File: config.mk
export PLATFORM = sky130hd
export DESIGN_NAME = uart_cmd_ctrl
export DESIGN_NICKNAME = d
export VERILOG_FILES = /design/src/rtl/uart_cmd_pkg.sv /design/src/rtl/uart_cmd_timer.sv /design/src/rtl/uart_cmd_ctrl.sv
export SDC_FILE = /design/constraint.sdc
export NUM_CORES = 1
export LEC_CHECK = 0
export ABC_AREA = 1
export CORE_AREA = 4 4 121 88
export CTS_BUF_LIST = sky130_fd_sc_hd__clkbuf_8
export DETAILED_ROUTE_END_ITERATION = 8
export DIE_AREA = 0 0 125 92
export GPL_TIMING_DRIVEN = 0
export PLACE_DENSITY = 0.75
export SLEW_MARGIN = 5
export SYNTH_ARGS = -nofsm -noshare
export SYNTH_HDL_FRONTEND = slang
export SYNTH_SLANG_ARGS = --single-unit
File: constraint.sdc
create_clock -name i_Clock -period 3.5 [get_ports i_Clock]
set_input_delay 1.05 -clock i_Clock [delete_from_list [all_inputs] [get_ports i_Clock]]
set_output_delay 1.05 -clock i_Clock [all_outputs]
set_load 0.02 [all_outputs]
File: src/rtl/uart_cmd_pkg.sv
// ---------------------------------------------------------------------------
// uart_cmd_pkg
// Shared definitions for the UART command controller: the protocol byte
// codes, the frame-parser state encoding and small checksum/length helpers.
// No ports; imported by uart_cmd_ctrl and uart_cmd_timer.
// ---------------------------------------------------------------------------
package uart_cmd_pkg;

  // Protocol byte codes
  localparam logic [7:0] SYNC_BYTE = 8'hA5;
  localparam logic [7:0] CMD_WRITE = 8'h57;
  localparam logic [7:0] CMD_HALT  = 8'h48;
  localparam logic [7:0] CMD_GO    = 8'h47;

  // Frame parser states
  typedef enum logic [2:0] {
    ST_IDLE     = 3'd0,
    ST_CMD      = 3'd1,
    ST_ADDR_HI  = 3'd2,
    ST_ADDR_LO  = 3'd3,
    ST_LEN      = 3'd4,
    ST_DATA     = 3'd5,
    ST_WAIT_ACK = 3'd6,
    ST_CSUM     = 3'd7
  } state_t;

  // Running modulo-256 checksum accumulate
  function automatic logic [7:0] csum_add(input logic [7:0] acc, input logic [7:0] b);
    return acc + b;
  endfunction

  // LEN byte to payload count: 0x00 encodes a full 256-byte block
  function automatic logic [8:0] len_decode(input logic [7:0] b);
    return (b == 8'h00) ? 9'd256 : {1'b0, b};
  endfunction

endpackage

File: src/rtl/uart_cmd_timer.sv
// ---------------------------------------------------------------------------
// uart_cmd_timer
// Inter-byte timeout counter. Counts clock cycles since the last restart
// while enabled; 'expired' is raised in the TIMEOUT_CLKS-th consecutive
// enabled cycle without a restart.
//   clk, rst_n : clock, asynchronous active-low reset
//   restart    : clear the count (a byte arrived, or parser is idle)
//   enable     : count only while high; held at zero otherwise
//   expired    : timeout reached this cycle
// ---------------------------------------------------------------------------
module uart_cmd_timer
  import uart_cmd_pkg::*;
#(
  parameter int unsigned TIMEOUT_CLKS = 65535
) (
  input  logic clk,
  input  logic rst_n,
  input  logic restart,
  input  logic enable,
  output logic expired
);

  localparam logic [15:0] LAST_CNT = 16'(TIMEOUT_CLKS - 32'd1);

  logic [15:0] cnt_q;
  logic [15:0] cnt_d;

  // Next count: clear on restart or while disabled, otherwise saturate at LAST_CNT
  always_comb begin
    cnt_d = cnt_q;
    if (restart || !enable) begin
      cnt_d = 16'd0;
    end else if (cnt_q != LAST_CNT) begin
      cnt_d = cnt_q + 16'd1;
    end else begin
      cnt_d = cnt_q;
    end
  end

  // Count register
  always_ff @(posedge clk or negedge rst_n) begin
    if (!rst_n) begin
      cnt_q <= 16'd0;
    end else begin
      cnt_q <= cnt_d;
    end
  end

  // A byte arriving in the same cycle wins over the timeout
  assign expired = enable && !restart && (cnt_q == LAST_CNT);

endmodule

File: src/rtl/uart_cmd_ctrl.sv
// ---------------------------------------------------------------------------
// uart_cmd_ctrl
// Parses byte frames from a UART receiver (SYNC, CMD, command fields, CSUM)
// and turns them into memory writes or CPU halt/go control.
//   i_Clock, i_Reset_n        : clock, asynchronous active-low reset
//   i_RX_DV, i_RX_Byte        : received byte strobe and value
//   o_Mem_Wr_Req/i_Mem_Wr_Ack : write handshake, o_Mem_Addr/o_Mem_Data held
//                               stable while the request is up
//   o_Cpu_Halt                : level that stalls the CPU core
//   o_Busy                    : parser is inside a frame
//   o_Frame_Done              : one-cycle pulse on a good checksum
//   o_Err_Csum/Timeout/Overrun: sticky error flags, cleared by i_Err_Clear
// ---------------------------------------------------------------------------
module uart_cmd_ctrl
  import uart_cmd_pkg::*;
#(
  parameter int unsigned TIMEOUT_CLKS = 65535
) (
  input  logic        i_Clock,
  input  logic        i_Reset_n,
  input  logic        i_RX_DV,
  input  logic [7:0]  i_RX_Byte,
  output logic        o_Mem_Wr_Req,
  input  logic        i_Mem_Wr_Ack,
  output logic [15:0] o_Mem_Addr,
  output logic [7:0]  o_Mem_Data,
  output logic        o_Cpu_Halt,
  output logic        o_Busy,
  output logic        o_Frame_Done,
  output logic        o_Err_Csum,
  output logic        o_Err_Timeout,
  output logic        o_Err_Overrun,
  input  logic        i_Err_Clear
);

  state_t      state_q, state_d;
  logic [7:0]  cmd_q, cmd_d;
  logic [7:0]  csum_q, csum_d;
  logic [15:0] addr_q, addr_d;          // address of the next payload byte
  logic [8:0]  remain_q, remain_d;      // payload bytes still to come
  logic        ovr_pend_q, ovr_pend_d;  // overrun seen, abort after ack
  logic        mem_wr_req_q, mem_wr_req_d;
  logic [15:0] mem_addr_q, mem_addr_d;
  logic [7:0]  mem_data_q, mem_data_d;
  logic        cpu_halt_q, cpu_halt_d;
  logic        busy_q, busy_d;
  logic        frame_done_q, frame_done_d;
  logic        err_csum_q, err_csum_d;
  logic        err_timeout_q, err_timeout_d;
  logic        err_overrun_q, err_overrun_d;

  logic [7:0]  csum_next;
  logic        csum_err_set;
  logic        timeout_set;
  logic        overrun_set;
  logic        tmr_restart;
  logic        tmr_enable;
  logic        tmr_expired;

  // The idle state holds the timer cleared, which also covers "restart on
  // entry to IDLE"; memory waits are excluded from the timeout.
  assign tmr_restart = i_RX_DV || (state_q == ST_IDLE);
  assign tmr_enable  = (state_q != ST_IDLE) && (state_q != ST_WAIT_ACK);

  uart_cmd_timer #(
    .TIMEOUT_CLKS (TIMEOUT_CLKS)
  ) u_timer (
    .clk     (i_Clock),
    .rst_n   (i_Reset_n),
    .restart (tmr_restart),
    .enable  (tmr_enable),
    .expired (tmr_expired)
  );

  // Frame parser next state, datapath updates and error-set strobes
  always_comb begin
    state_d      = state_q;
    cmd_d        = cmd_q;
    csum_d       = csum_q;
    addr_d       = addr_q;
    remain_d     = remain_q;
    ovr_pend_d   = ovr_pend_q;
    mem_wr_req_d = mem_wr_req_q;
    mem_addr_d   = mem_addr_q;
    mem_data_d   = mem_data_q;
    cpu_halt_d   = cpu_halt_q;
    frame_done_d = 1'b0;
    csum_err_set = 1'b0;
    timeout_set  = 1'b0;
    overrun_set  = 1'b0;
    csum_next    = csum_add(csum_q, i_RX_Byte);

    case (state_q)
      ST_IDLE: begin
        ovr_pend_d = 1'b0;
        if (i_RX_DV && (i_RX_Byte == SYNC_BYTE)) begin
          state_d = ST_CMD;
          csum_d  = 8'h00;
        end else begin
          state_d = ST_IDLE;
        end
      end

      ST_CMD: begin
        if (i_RX_DV) begin
          cmd_d  = i_RX_Byte;
          csum_d = i_RX_Byte;
          if (i_RX_Byte == CMD_WRITE) begin
            state_d = ST_ADDR_HI;
          end else if ((i_RX_Byte == CMD_HALT) || (i_RX_Byte == CMD_GO)) begin
            state_d = ST_CSUM;
          end else begin
            state_d = ST_IDLE;  // unknown command: silent abort
          end
        end else begin
          state_d = ST_CMD;
        end
      end

      ST_ADDR_HI: begin
        if (i_RX_DV) begin
          addr_d[15:8] = i_RX_Byte;
          csum_d       = csum_next;
          state_d      = ST_ADDR_LO;
        end else begin
          state_d = ST_ADDR_HI;
        end
      end

      ST_ADDR_LO: begin
        if (i_RX_DV) begin
          addr_d[7:0] = i_RX_Byte;
          csum_d      = csum_next;
          state_d     = ST_LEN;
        end else begin
          state_d = ST_ADDR_LO;
        end
      end

      ST_LEN: begin
        if (i_RX_DV) begin
          remain_d = len_decode(i_RX_Byte);
          csum_d   = csum_next;
          state_d  = ST_DATA;
        end else begin
          state_d = ST_LEN;
        end
      end

      ST_DATA: begin
        if (i_RX_DV) begin
          mem_wr_req_d = 1'b1;
          mem_addr_d   = addr_q;
          mem_data_d   = i_RX_Byte;
          addr_d       = addr_q + 16'd1;  // wraps 0xFFFF -> 0x0000
          remain_d     = remain_q - 9'd1;
          csum_d       = csum_next;
          ovr_pend_d   = 1'b0;
          state_d      = ST_WAIT_ACK;
        end else begin
          state_d = ST_DATA;
        end
      end

      ST_WAIT_ACK: begin
        // A byte here cannot be buffered: flag it, drop it, finish the write
        if (i_RX_DV) begin
          overrun_set = 1'b1;
          ovr_pend_d  = 1'b1;
        end else begin
          ovr_pend_d = ovr_pend_q;
        end
        if (i_Mem_Wr_Ack) begin
          mem_wr_req_d = 1'b0;
          if (ovr_pend_q || i_RX_DV) begin
            state_d = ST_IDLE;
          end else if (remain_q == 9'd0) begin
            state_d = ST_CSUM;
          end else begin
            state_d = ST_DATA;
          end
        end else begin
          state_d = ST_WAIT_ACK;
        end
      end

      ST_CSUM: begin
        if (i_RX_DV) begin
          state_d = ST_IDLE;
          if (csum_next == 8'h00) begin
            frame_done_d = 1'b1;
            if (cmd_q == CMD_HALT) begin
              cpu_halt_d = 1'b1;
            end else if (cmd_q == CMD_GO) begin
              cpu_halt_d = 1'b0;
            end else begin
              cpu_halt_d = cpu_halt_q;
            end
          end else begin
            csum_err_set = 1'b1;
          end
        end else begin
          state_d = ST_CSUM;
        end
      end

      default: begin
        state_d = ST_IDLE;
      end
    endcase

    // Timer is never enabled in WAIT_ACK, so this cannot cut a pending write
    if (tmr_expired) begin
      state_d     = ST_IDLE;
      timeout_set = 1'b1;
    end else begin
      timeout_set = 1'b0;
    end
  end

  // Sticky flags: a set in the same cycle as a clear wins
  always_comb begin
    err_csum_d    = (err_csum_q    & ~i_Err_Clear) | csum_err_set;
    err_timeout_d = (err_timeout_q & ~i_Err_Clear) | timeout_set;
    err_overrun_d = (err_overrun_q & ~i_Err_Clear) | overrun_set;
    busy_d        = (state_d != ST_IDLE);
  end

  // State and output registers
  always_ff @(posedge i_Clock or negedge i_Reset_n) begin
    if (!i_Reset_n) begin
      state_q       <= ST_IDLE;
      cmd_q         <= 8'h00;
      csum_q        <= 8'h00;
      addr_q        <= 16'h0000;
      remain_q      <= 9'd0;
      ovr_pend_q    <= 1'b0;
      mem_wr_req_q  <= 1'b0;
      mem_addr_q    <= 16'h0000;
      mem_data_q    <= 8'h00;
      cpu_halt_q    <= 1'b0;
      busy_q        <= 1'b0;
      frame_done_q  <= 1'b0;
      err_csum_q    <= 1'b0;
      err_timeout_q <= 1'b0;
      err_overrun_q <= 1'b0;
    end else begin
      state_q       <= state_d;
      cmd_q         <= cmd_d;
      csum_q        <= csum_d;
      addr_q        <= addr_d;
      remain_q      <= remain_d;
      ovr_pend_q    <= ovr_pend_d;
      mem_wr_req_q  <= mem_wr_req_d;
      mem_addr_q    <= mem_addr_d;
      mem_data_q    <= mem_data_d;
      cpu_halt_q    <= cpu_halt_d;
      busy_q        <= busy_d;
      frame_done_q  <= frame_done_d;
      err_csum_q    <= err_csum_d;
      err_timeout_q <= err_timeout_d;
      err_overrun_q <= err_overrun_d;
    end
  end

  assign o_Mem_Wr_Req  = mem_wr_req_q;
  assign o_Mem_Addr    = mem_addr_q;
  assign o_Mem_Data    = mem_data_q;
  assign o_Cpu_Halt    = cpu_halt_q;
  assign o_Busy        = busy_q;
  assign o_Frame_Done  = frame_done_q;
  assign o_Err_Csum    = err_csum_q;
  assign o_Err_Timeout = err_timeout_q;
  assign o_Err_Overrun = err_overrun_q;

endmodule
==> flow_metrics.tcl, run 1 <==
set metrics [dict create \
    yosysWarningCount 0 \
    worst-path-stages 12 \
    synth_cell_type_count 37 \
    synth.net_count 705 \
    ys_seq_elements 92 \
    clock_path_buffers 2 \
    chipHeight_um 92 \
    crit_start "i_RX_Byte[0]" \
    grt-ovfl-total 0 \
    syn_inst 679 \
    critPathMaxFanout 5 \
    path_delay_family "simple AND/OR/NAND/NOR gates" \
    cts_resized 0 \
    gp_congestion 0.918 \
    numClockSinks 92 \
    cts_tree "done" \
    antenna_left 0 \
    start_util 0.538 \
    postLayoutSetupSlackWorst_ns 0.529 \
    netlist_top_cells_area "dfrtp_1 45%, nand2_1 14%, o21ai_0 6.6%" \
    holdBufCountCts 0 \
    rows 30 \
    grt_first_pass_wirelength_um 21400 \
    cts_max_level 3 \
    crit_type "in -> reg" \
    place_ws_ns 0.190 \
    p_per_area_nw_per_um2 762 \
    min_period_ns 2.97 \
    crit_top_cell "nand2_1" \
    fin_crit_sh 0.849 \
    end_kind "flop" \
    first_global_vias 4365 \
    clkLatencyLatePin_ns 0.37 \
    die_area_um2 11500 \
    dp_hpwl_um 9810 \
    drive_gt1_frac 0.0717 \
    fmax_ghz 0.337 \
    drc 0 \
    slowest_delay_ns 0.51 \
    vias 4684 \
    synth_edf_count 0 \
    ir_drop_mv 0.356 \
    hold_class "reg -> reg" \
    grt_usage 0.229 \
    cts_setup_buffers 0 \
    drtIter0Drc 354 \
    critPathArrivalTime_ns 3.29 \
    critical_path.cell_chain "clkdlybuf4s50_1 > ha_1 > fa_1 > nand2_1 > nand2_1 > nor2_1 > nand3_1 > nor2_1 > nand2_1 > nor3_1 > nand2_1 > nand2_1" \
    fp.dieW_um 125 \
    cts.clk_slew.worst_paths_ns 0.09 \
    grt_start_max_net_pins 65 \
    area_growth_pct 15.6 \
    nets 760 \
    netlist.area_leader.share 0.448 \
    required_ns 3.81 \
    r2r-end "o_Cpu_Halt" \
    crit_slowest_cell "clkdlybuf4s50_1" \
    p_leak_uw 0.00288 \
    n_antenna_cell 0 \
    antenna_found_initial 0 \
    final_core_util 0.623 \
    worstMarginPinSlew_ns 0.655 \
    endpoint "o_Cpu_Halt" \
    synth.largest_area_cell "dfrtp_1" \
    core_um2 9530 \
    syn_area_per_cell_um2 7.56 \
    synth_area_um2 5130 \
    setup_viol 0 \
    reg2reg_slack_ns 1.40 \
    fin_skew_ns 0.0102 \
    synthFlopType "dfrtp_1" \
    slew-limit-headroom 0.559 \
    avgViaCountPerCell 5.40 \
    grt_setup_unrepaired "false" \
    cp-start-kind "input port" \
    first_pass_iters 5 \
    pin_count 44 \
    outcome "complete, no violations" \
    io_buffer_count 43 \
    yosysSeqAreaShare 0.448 \
    rr_worst_depth 11 \
    numCtsBuffers 9 \
    max_cap_viol_count 0 \
    synth-async-reset-ratio 1.00 \
    path_buf_inv 1 \
    finalHoldViolCount 0 \
    wl_per_cell_um 15.0 \
    slew_violations 0 \
    totalWireLength_um 13000 \
    cts-root-buf "clkbuf_8" \
    r2r-start "csum_q[0]" \
]
==> worst register-to-register path, delay by kind of cell, from the launching register on <==
family,cells,cell delay [ns]
and+or+nand+nor,9,0.98
adders and majority gates,2,0.68
DFF,1,0.39
==> registers in the layout, summed over array words and instances (netlist names), 3 cells and up <==
signal         cells
addr_q            16
cmd_q              8
csum_q             8
o_Mem_Addr        16
o_Mem_Data         8
remain_q           9
state_q            3
u_timer.cnt_q     16
==> cells in the final DEF, fill, tap and decap left out, types with 2 or more instances in the layout <==
master / instances
a31oi_1: 7
xor2_1: 4
a22oi_1: 7
dfrtp_1: 92
clkbuf_8: 9
a21boi_0: 2
nand2_1: 189
ha_1: 12
clkinv_4: 2
nand4_1: 10
o22a_1: 2
clkdlybuf4s50_1: 42
nand3_1: 28
nand3b_1: 2
inv_1: 89
nor2_4: 5
nor4_1: 4
o21ai_0: 68
clkinvlp_4: 2
buf_2: 4
inv_2: 9
buf_4: 4
xnor2_1: 4
o21ai_1: 7
nor2_2: 5
nand2_4: 2
buf_6: 2
a21oi_1: 30
clkbuf_1: 4
nor3_1: 18
o31ai_1: 3
nor2_1: 50
o22ai_1: 8
or2_2: 2
==> layer usage <==
metal	vias up	GRT usage	share of wire
li1	2317	-	-
met1	2207	0.323	0.48
met2	148	0.350	0.43
met3	12	0.0681	0.075
met4	0	0.0551	0.0099
met5	-	0	0
==> layout make-up <==
class                   count  area (µm²)
well taps                 128         160
fillers                   856        3600
repair buffers             44         455
plain buffers              13        80.1
clock buffers               9         124
flip-flops and latches     92        2300
inverters                  98         368
clock inverters             7        62.6
multi-input cells         476        2380
==> synthesized netlist by cell type, drive strengths merged (7+ instances only) <==
master and count:
ha 12, dfrtp 92, o21ai 76, a31oi 7, nor3 19, nand4 10, inv 98, a21oi 31
buf 9, nor2 60, a22oi 7, o22ai 8, nand2 191, nand3 28
==> metrics by stage <==
| stage | std cells | total power, µW | area [µm²] | setup TNS, ns | hold slack, ns |
|---|---|---|---|---|---|
| after floorplan | 679 | 3110 | 5130 | 0 | 0.446 |
| after global placement | 850 | 3740 | 5720 | -183.42 | 0.462 |
| after detailed placement | 851 | 3840 | 5750 | 0 | 0.465 |
| after CTS | 867 | 4520 | 5940 | 0 | 0.491 |
| after global routing | 867 | 4870 | 5940 | 0 | 0.516 |
| final | 867 | 4520 | 5940 | 0 | 0.484 |
==> report_power, final <==
group          total (µW)  internal (µW)  switching (µW)
logic                2150            811            1340
clock network         675            267             408
registers            1700           1440             256
==> cell families after synthesis <==
kind of cell    count (synthesis)  share of synthesized area
flops                          92                      0.448
simple gates                  317                      0.268
buf+inv                       111                     0.0873
compound gates                138                      0.149
xor+xnor                        8                     0.0136
fa+ha+maj                      13                     0.0331
==> worst min path at each step <==
stage                               from             end  slack (ns)  cells past startpoint
final                     o_Mem_Addr[11]  o_Mem_Addr[11]        0.48                      2
after global routing      o_Mem_Addr[11]  o_Mem_Addr[11]        0.52                      2
after CTS                 o_Mem_Addr[11]  o_Mem_Addr[11]        0.49                      2
after detailed placement      o_Cpu_Halt      o_Cpu_Halt        0.47                      2
after floorplan                csum_q[0]       csum_q[0]        0.45                      2
after global placement         csum_q[0]       csum_q[0]        0.46                      2
Power figures use the tool's default switching activity.
==> run 2, diff against run 1 <==
CORE_AREA = 4 4 122 89   (was 4 4 121 88)
DIE_AREA = 0 0 126 93   (was 0 0 125 92)
PLACE_DENSITY = 0.77   (was 0.75)
clock period = 2.65 ns   (was 3.5 ns; I/O delays follow)
==> run 2 against run 1 <==
Core utilization fell by 0.083 points. Die area rose by 1.9%. Clock skew fell by 0.0030 ns. Hold slack got worse by 0.026 ns. Cell count fell by 0.12%. Critical path depth rose by 1. Worst setup slack got worse by 0.40 ns. Sequential power rose by 32%. Global-route usage fell by 0.31 points.
==> flow_metrics.tcl, run 2 (synthesis results as in run 1) <==
set metrics [dict create \
    outcome "complete, no violations" \
    use_met2 0.347 \
    fin_crit_sh 0.951 \
    setup_tns_ns 0 \
    die_area_um2 11700 \
    drive_gt1_frac 0.0745 \
    totalWireLength_um 12700 \
    min_period_ns 2.52 \
    finalHoldViolCount 0 \
    cp-start-kind "input port" \
    crit_start "i_RX_Byte[0]" \
    slew_violations 0 \
    crit_type "in -> reg" \
    chipHeight_um 93 \
    required_ns 2.92 \
    reg2reg_slack_ns 0.53 \
    critPathMaxFanout 5 \
    drtIter0Drc 387 \
    pin_count 44 \
    antenna_left 0 \
    critical_path.cell_chain "dlygate4sd2_1 > ha_1 > fa_1 > nand2_1 > nand2_1 > nand3b_1 > nand3_1 > nand2_1 > nand2_1 > nor2_1 > nand3_1 > nand2_1 > nand2_1" \
    cts_max_level 3 \
    numCtsBuffers 9 \
    p_leak_uw 0.00290 \
    path_delay_family "simple AND/OR/NAND/NOR gates" \
    use_met1 0.324 \
    swShare 0.433 \
    final_core_util 0.622 \
    cts_setup_buffers 0 \
    pwr-share-clk 0.158 \
    critPathArrivalTime_ns 2.79 \
    nets 760 \
    path_buf_inv 1 \
    power.switching_uw 2620 \
    ir_drop_mv 0.376 \
    crit_slowest_cell "fa_1" \
    dp_hpwl_um 9600 \
    first_pass_iters 6 \
    hold_class "in -> async" \
    gp_congestion 0.967 \
    r2r-end "o_Cpu_Halt" \
    rr_worst_depth 12 \
    numClockSinks 92 \
    area_growth_pct 16.4 \
    io_buffer_count 43 \
    wl_per_cell_um 14.7 \
    crit_top_cell "nand2_1" \
    fmax_ghz 0.397 \
    fin_skew_ns 0.00724 \
    final_common_cell "nand2_1" \
    antenna_found_initial 0 \
    cts_tree "done" \
    grt-ovfl-total 0 \
    end_kind "flop" \
    postLayoutSetupSlackWorst_ns 0.130 \
    max_cap_viol_count 0 \
    use_met3 0.0485 \
    cts-root-buf "clkbuf_8" \
    clkLatencyLatePin_ns 0.37 \
    slowest_delay_ns 0.44 \
    setup_viol 0 \
    slew-limit-headroom 0.464 \
    grt_setup_unrepaired "false" \
    pwr-share-comb 0.471 \
    p_per_area_nw_per_um2 1010 \
    rows 30 \
    start_util 0.534 \
    grt_start_max_net_pins 55 \
    clock_path_buffers 2 \
    avgViaCountPerCell 5.50 \
    drc 0 \
    hold_slack_ns 0.458 \
    holdBufCountCts 0 \
    fp.dieW_um 126 \
    core_um2 9610 \
    vias 4764 \
    mostFrequentLayoutCells "189 x nand2_1, 92 x dfrtp_1, 89 x inv_1, 68 x o21ai_0, 50 x nor2_1" \
    place_ws_ns -0.453 \
    r2r-start "csum_q[0]" \
    seq_power_share 0.371 \
    grt_first_pass_wirelength_um 21500 \
    cts.clk_slew.worst_paths_ns 0.09 \
    first_global_vias 4468 \
    n_antenna_cell 0 \
    intPower_uw 3430 \
    worstMarginPinSlew_ns 0.797 \
    busiest_layer "met2" \
    grt_usage 0.226 \
]
[run 2: power groups by stage]
| stage | combinational (µW) | sequential [µW] | clock (µW) |
|---|---|---|---|
| after floorplan | 1680 | 2420 | 0 |
| after global placement | 2710 | 2230 | 0 |
| after detailed placement | 2800 | 2250 | 0 |
| after CTS | 2810 | 2230 | 975 |
| after global routing | 3190 | 2310 | 1030 |
| final | 2850 | 2240 | 956 |
[run 2: final cells by class]
type	count	area, µm²
Clock buffer	9	124
Tap cell	128	160
Multi-Input combinational cell	476	2410
Inverter	98	368
Fill cell	842	3630
Clock inverter	6	72.6
Buffer	13	80.1
Timing Repair Buffer	44	454
Sequential cell	92	2300
[run 2: worst register-to-register path, delay by kind of cell (launching register included)]
kind,cells,cell delay [ns]
flops,1,0.39
fa+ha+maj,2,0.65
simple gates,10,0.98
[run 2: metrics by stage]
step	total power [µW]	instances	area (µm²)
floorplan	4100	679	5130
global placement	4930	850	5720
detailed placement	5050	851	5740
CTS	6020	866	5940
global route	6520	866	5970
finish	6050	866	5970
[run 2: worst max-delay path by stage]
| stage | endpoint | depth (start not counted) |
|---|---|---|
| 2_1_floorplan | o_Cpu_Halt | 12 |
| 3_3_place_gp | u_timer.cnt_q[15] | 1 |
| 3_5_place_dp | o_Cpu_Halt | 12 |
| 4_1_cts | o_Cpu_Halt | 11 |
| 5_1_grt | o_Cpu_Halt | 13 |
| 6_report | o_Cpu_Halt | 13 |
[run 2: routing by layer]
| metal | part of all wire | vias up |
|---|---|---|
| li1 | - | 2323 |
| met1 | 0.47 | 2248 |
| met2 | 0.44 | 175 |
| met3 | 0.076 | 18 |
| met4 | 0.013 | 0 |
| met5 | 0 | - |
[run 2: repair_timing]
item | 4_1_cts | 5_1_grt
resized for setup | 1 | 6
hold endpoints to repair | 0 | 0
endpoints found under the setup margin | 1 | 3
